$ cat src/rtl/bnn_param_loader.sv
// bnn_param_loader: serializes host parameter bytes, MSB first, into the
// daisy-chained binary-neuron parameter scan (setup / param_bit).
// Optional feature macro: BNN_LOADER_PARITY_EN adds a trailing parity check
// byte (CHECK state) and the cfg_err output.
//
// Handshake: a byte transfers on a rising clk edge where cfg_valid and
// cfg_ready are both high. cfg_data must be stable while cfg_valid is high.
// cfg_valid may stay high across bytes. cfg_ready is forced low while cfg_start
// is high, so a byte offered in a restart cycle is never taken.
module bnn_param_loader #(
  parameter int NEURONS   = 8,
  parameter int INPUTS    = 8,
  parameter int BIAS_BITS = 3,
  localparam int CHAIN_BITS = NEURONS * (INPUTS + BIAS_BITS),
  localparam int CNT_W      = $clog2(CHAIN_BITS + 1)
) (
  input  logic             clk,
  input  logic             rst_n,
  input  logic             cfg_start,
  input  logic [7:0]       cfg_data,
  input  logic             cfg_valid,
  output logic             cfg_ready,
  output logic             setup,
  output logic             param_bit,
  output logic             busy,
  output logic             done,
  output logic [CNT_W-1:0] bit_count
`ifdef BNN_LOADER_PARITY_EN
  ,
  output logic             cfg_err
`endif
);

`ifdef BNN_LOADER_PARITY_EN
  typedef enum logic [2:0] {
    IDLE      = 3'd0,
    WAIT_BYTE = 3'd1,
    SHIFT     = 3'd2,
    DONE      = 3'd3,
    CHECK     = 3'd4
  } state_e;
`else
  typedef enum logic [1:0] {
    IDLE      = 2'd0,
    WAIT_BYTE = 2'd1,
    SHIFT     = 2'd2,
    DONE      = 2'd3
  } state_e;
`endif

  localparam logic [CNT_W-1:0] CHAIN_C = CNT_W'(CHAIN_BITS);

  state_e           state_q, state_d;
  logic [7:0]       shreg_q, shreg_d;
  logic [3:0]       rem_q, rem_d;
  logic [CNT_W-1:0] bit_count_q, bit_count_d;
  logic             done_q, done_d;
  logic             setup_q, setup_d;
  logic             busy_q, busy_d;
  logic             ready_q, ready_d;

  logic             hs;
  logic [31:0]      left_w;
  logic [3:0]       nbits;
  logic [CNT_W-1:0] cnt_inc;

`ifdef BNN_LOADER_PARITY_EN
  logic parity_q, parity_d;
  logic err_q, err_d;
  assign cfg_err = err_q;
`endif

  assign cfg_ready = ready_q & ~cfg_start;
  assign setup     = setup_q;
  assign param_bit = shreg_q[7];
  assign busy      = busy_q;
  assign done      = done_q;
  assign bit_count = bit_count_q;

  assign hs      = cfg_valid & cfg_ready;
  // Bits still owed to the chain; the final byte may only use its upper bits.
  assign left_w  = 32'(CHAIN_BITS) - 32'(bit_count_q);
  assign nbits   = (left_w >= 32'd8) ? 4'd8 : left_w[3:0];
  assign cnt_inc = (bit_count_q < CHAIN_C) ? bit_count_q + CNT_W'(1) : bit_count_q;

  // Next-state and datapath update; cfg_start overrides everything.
  always_comb begin
    state_d     = state_q;
    shreg_d     = shreg_q;
    rem_d       = rem_q;
    bit_count_d = bit_count_q;
    done_d      = done_q;
`ifdef BNN_LOADER_PARITY_EN
    parity_d    = parity_q;
    err_d       = err_q;
`endif
    if (cfg_start) begin
      state_d     = WAIT_BYTE;
      shreg_d     = '0;
      rem_d       = '0;
      bit_count_d = '0;
      done_d      = 1'b0;
`ifdef BNN_LOADER_PARITY_EN
      parity_d    = 1'b0;
      err_d       = 1'b0;
`endif
    end else begin
      case (state_q)
        WAIT_BYTE: begin
          if (hs) begin
            shreg_d = cfg_data;
            rem_d   = nbits;
            state_d = SHIFT;
          end
        end
        SHIFT: begin
          shreg_d     = {shreg_q[6:0], 1'b0};
          rem_d       = rem_q - 4'd1;
          bit_count_d = cnt_inc;
`ifdef BNN_LOADER_PARITY_EN
          parity_d    = parity_q ^ shreg_q[7];
`endif
          if (rem_q == 4'd1) begin
            if (cnt_inc == CHAIN_C) begin
`ifdef BNN_LOADER_PARITY_EN
              state_d = CHECK;
`else
              state_d = DONE;
              done_d  = 1'b1;
`endif
            end else begin
              state_d = WAIT_BYTE;
            end
          end
        end
`ifdef BNN_LOADER_PARITY_EN
        CHECK: begin
          if (hs) begin
            err_d   = cfg_data[0] ^ parity_q;
            state_d = DONE;
            done_d  = 1'b1;
          end
        end
`endif
        default: begin
          // IDLE and DONE hold until cfg_start.
        end
      endcase
    end
  end

  // Registered output decode from the next state so outputs come straight off flops.
  always_comb begin
    setup_d = (state_d == SHIFT);
`ifdef BNN_LOADER_PARITY_EN
    busy_d  = (state_d == WAIT_BYTE) || (state_d == SHIFT) || (state_d == CHECK);
    ready_d = (state_d == WAIT_BYTE) || (state_d == CHECK);
`else
    busy_d  = (state_d == WAIT_BYTE) || (state_d == SHIFT);
    ready_d = (state_d == WAIT_BYTE);
`endif
  end

  // State and output registers; async reset drops setup immediately.
  always_ff @(posedge clk or negedge rst_n) begin
    if (!rst_n) begin
      state_q     <= IDLE;
      shreg_q     <= '0;
      rem_q       <= '0;
      bit_count_q <= '0;
      done_q      <= 1'b0;
      setup_q     <= 1'b0;
      busy_q      <= 1'b0;
      ready_q     <= 1'b0;
    end else begin
      state_q     <= state_d;
      shreg_q     <= shreg_d;
      rem_q       <= rem_d;
      bit_count_q <= bit_count_d;
      done_q      <= done_d;
      setup_q     <= setup_d;
      busy_q      <= busy_d;
      ready_q     <= ready_d;
    end
  end

`ifdef BNN_LOADER_PARITY_EN
  // Running parity of shifted bits and the latched check result.
  always_ff @(posedge clk or negedge rst_n) begin
    if (!rst_n) begin
      parity_q <= 1'b0;
      err_q    <= 1'b0;
    end else begin
      parity_q <= parity_d;
      err_q    <= err_d;
    end
  end
`endif

endmodule

$ cat config.mk
export PLATFORM = sky130hd
export DESIGN_NAME = bnn_param_loader
export DESIGN_NICKNAME = d
export VERILOG_FILES = /design/src/rtl/bnn_param_loader.sv
export SDC_FILE = /design/constraint.sdc
export NUM_CORES = 1
export LEC_CHECK = 0
export BUFFER_PORTS_ARGS = -buffer_cell sky130_fd_sc_hd__buf_2
export CAP_MARGIN = 15
export CORE_ASPECT_RATIO = 1.25
export CORE_MARGIN = 4
export CORE_UTILIZATION = 59
export CTS_BUF_LIST = sky130_fd_sc_hd__clkbuf_2 sky130_fd_sc_hd__clkbuf_4 sky130_fd_sc_hd__clkbuf_8
export DETAILED_ROUTE_END_ITERATION = 16
export HOLD_SLACK_MARGIN = 0.1
export PLACE_DENSITY = 0.81
export SLEW_MARGIN = 10
export SYNTH_ARGS = -nofsm -noshare
export SYNTH_HDL_FRONTEND = slang
export SYNTH_SLANG_ARGS = --single-unit
export TNS_END_PERCENT = 30
$ cat constraint.sdc
create_clock -name clk -period 2.5 [get_ports clk]
set_clock_uncertainty 0.15 [all_clocks]
set_input_delay 0.125 -clock clk [delete_from_list [all_inputs] [get_ports clk]]
set_output_delay 0.125 -clock clk [all_outputs]
set_load 0.01 [all_outputs]
==> impl_metrics.json <==
{
  "worstHoldStart": "cfg_valid",
  "synth_top_area_share_pct": 39.37,
  "p_total_w": 0.001257,
  "worstSkewPairLatency_ns": 0.32,
  "drive_gt1_share_pct": 19.69,
  "area_growth_pct": 14.88,
  "p_leak_nw": 0.7871,
  "numPortBuffers": 23,
  "end_kind": "flip-flop",
  "grt_max_degree": 29,
  "ys_seq_area_share_pct": 39.37,
  "grt_pass1_wl_um": 5651,
  "fillers": 201,
  "whs_endpoint": "shreg_q[0]$_DFFE_PN0P_",
  "cts_setup_buffers": 0,
  "vias": 1326,
  "num_io_pins": 24,
  "drc_errors": 0,
  "maxSlewViolCount": 0,
  "grt_util_all_layers_pct": 20.90,
  "clock_path_buffers": 2,
  "start_util_pct": 63.50,
  "hold_depth": 4,
  "synth_flop_cell": "dfrtp_1",
  "synthesis.instances": 165,
  "finalWorstSetupSlack_ns": 0.1331,
  "grt_pass1_vias": 1345,
  "cts.sink_count": 25,
  "dieArea_mm2": 0.003592,
  "antenna_found_initial": 0,
  "clkTransAtPathRegs_ns": 0.14,
  "gp_congestion": 0.7977,
  "async_flop_share_pct": 100.0,
  "drtPass1Iterations": 6,
  "die_y_um": 66.02,
  "r2r_cells": 8,
  "ys_ff_latch": 25,
  "start_kind": "flip-flop",
  "die_x_um": 54.42,
  "synth_common_cells": "25 x dfrtp_1, 21 x nor2_1, 11 x inv_1",
  "post-place-ws_ns": 0.07520,
  "synth.cell_area_mm2": 0.001589,
  "slew_headroom_pct": 63.37,
  "vdd_drop_max_mv": 0.4957,
  "critPathKind": "flip-flop to flip-flop",
  "routedWlPerCell_um": 14.14,
  "min_path_type": "primary input to flip-flop",
  "cap_violations": 0,
  "synth-edff-count": 0,
  "worst-endpoint-arrival_ns": 2.50,
  "hpwl_um": 2206,
  "synth_cell_type_count": 47,
  "cts_buffers": 3,
  "reg2reg_from": "rem_q[1]$_DFFE_PN0P_",
  "root_buffer": "clkbuf_4",
  "fmax_ghz": 0.4225,
  "status": "finished clean",
  "worst-path-max-fanout": 4,
  "core.rowCount": 20,
  "cellPowerDensity_mw_per_mm2": 688.8,
  "critPathRequiredTime_ns": 2.63,
  "core-area_mm2": 0.002502,
  "via_per_inst": 5.867,
  "wl_um": 3196,
  "final_nets": 215,
  "worst_pin_slew_ns": 0.5495,
  "synth_most_common_cell": "dfrtp_1",
  "synth_top_cell_by_area": "dfrtp_1",
  "drtIter0Drc": 24,
  "htreeDepth": 1,
  "ys_top_cells_by_area": "dfrtp_1 39%, ha_1 7.1%, mux2i_1 5.0%, nor2_1 5.0%, a211oi_1 4.7%",
  "setup_violations": 0,
  "drtAntennaViolNets": 0,
  "reg2reg_slack_ns": 0.13,
  "r2r_end": "busy$_DFF_PN0_",
  "final_core_util_pct": 72.95,
  "insertedDiodeCount": 0,
  "hold_violations": 0,
  "syn-num-nets": 186,
  "period_share_pct": 94.68,
  "cp-startpoint": "rem_q[1]$_DFFE_PN0P_",
  "avgSynthCellArea_um2": 9.630,
  "yosys_warnings": 0,
  "cts_tree": "built",
  "period_minus_slack_ns": 2.367,
  "overflow": 0
}
==> timing repair <==
action,CTS,global route
hold endpoints to repair,36,0
endpoints found under the setup margin,0,1
resized for setup,0,2
hold buffers,10,0
==> logic make-up (layout without fill, tap and decap cells) <==
| group | count (synthesis) | in the layout | synth area share (%) |
|---|---|---|---|
| compound gates | 36 | 36 | 16.46 |
| simple gates | 55 | 55 | 19.06 |
| mux | 9 | 9 | 5.748 |
| buf+inv | 24 | 52 | 8.425 |
| flops | 25 | 25 | 39.37 |
| xor+xnor | 7 | 7 | 3.858 |
| fa+ha+maj | 9 | 9 | 7.087 |
==> worst max-delay path by stage <==
stage | cells past startpoint | to | slack [ns]
final | 8 | busy$_DFF_PN0_ | 0.13
after global routing | 8 | busy$_DFF_PN0_ | -0.03
after CTS | 8 | busy$_DFF_PN0_ | 0.06
after detailed placement | 8 | busy$_DFF_PN0_ | 0.08
after global placement | 8 | busy$_DFF_PN0_ | 0.17
after floorplan | 8 | busy$_DFF_PN0_ | 0.27
==> placed cells by master (no fill, tap or decap), drive strengths merged, types with 2 or more instances in the layout <==
cell type    synthesis  layout
nor4                 2       2
xnor2                4       4
nand4                2       2
xor2                 3       3
nand2                3       3
a21oi                9       9
buf                  7      27
o21ai                2       2
and3                 2       2
nand3b               3       3
nand3                5       5
dlygate4sd3          0      10
dfrtp               25      25
nand2b               3       3
ha                   9       9
nor2                21      21
or4b                 2       2
a211oi              10      10
inv                 11      11
mux2i                8       8
nor3                 4       4
nor2b                3       3
a311oi               2       2
clkbuf               6       4
==> state kept, by name, summed over array words and instances, names as in the netlist <==
register   count
setup          1
bit_count      7
busy           1
ready_q        1
done           1
shreg_q        8
rem_q          4
state_q        2
==> critical path, cell delays in order (launching register included) <==
cell and delay [ns]:
dfrtp_1 0.43, inv_1 0.09, ha_1 0.13, or3b_4 0.38, nor4b_2 0.30, o2111ai_2 0.21, a221oi_2 0.31, ha_1 0.28
inv_1 0.05
==> per-stage QoR <==
step	hold slack (ns)	setup TNS [ns]	cell area, um^2	std cells
2_1_floorplan	-0.3206	0	1589	165
3_3_place_gp	-0.01383	0	1683	212
3_5_place_dp	-0.0007406	0	1683	212
4_1_cts	0.1201	0	1813	226
5_1_grt	0.2004	-0.02561	1826	226
6_report	0.1340	0	1826	226
==> cell type report <==
class	instances	area, um^2	share of cell area, %
multi-input combinational	116	842.1	46.13
clock buffer	4	30.03	1.645
inverter	11	41.29	2.262
sequential	25	625.6	34.27
tap	33	41.29	2.262
timing repair buffer	37	245.2	13.43
==> per-layer routing <==
metal	global-route usage, %	vias to the layer above	routed length, um
li1	-	645	-
met1	22.87	636	1272
met2	38.77	38	1714
met3	3.612	7	157
met4	6.854	0	52
met5	0	-	0
==> power by group <==
part	total (W)	switching (W)	internal, W
Clock	0.000195	0.000121	0.0000734
Combinational	0.000523	0.000292	0.000231
Sequential	0.000539	0.0000563	0.000483
Note: power is estimated with default switching activity, not from simulation.
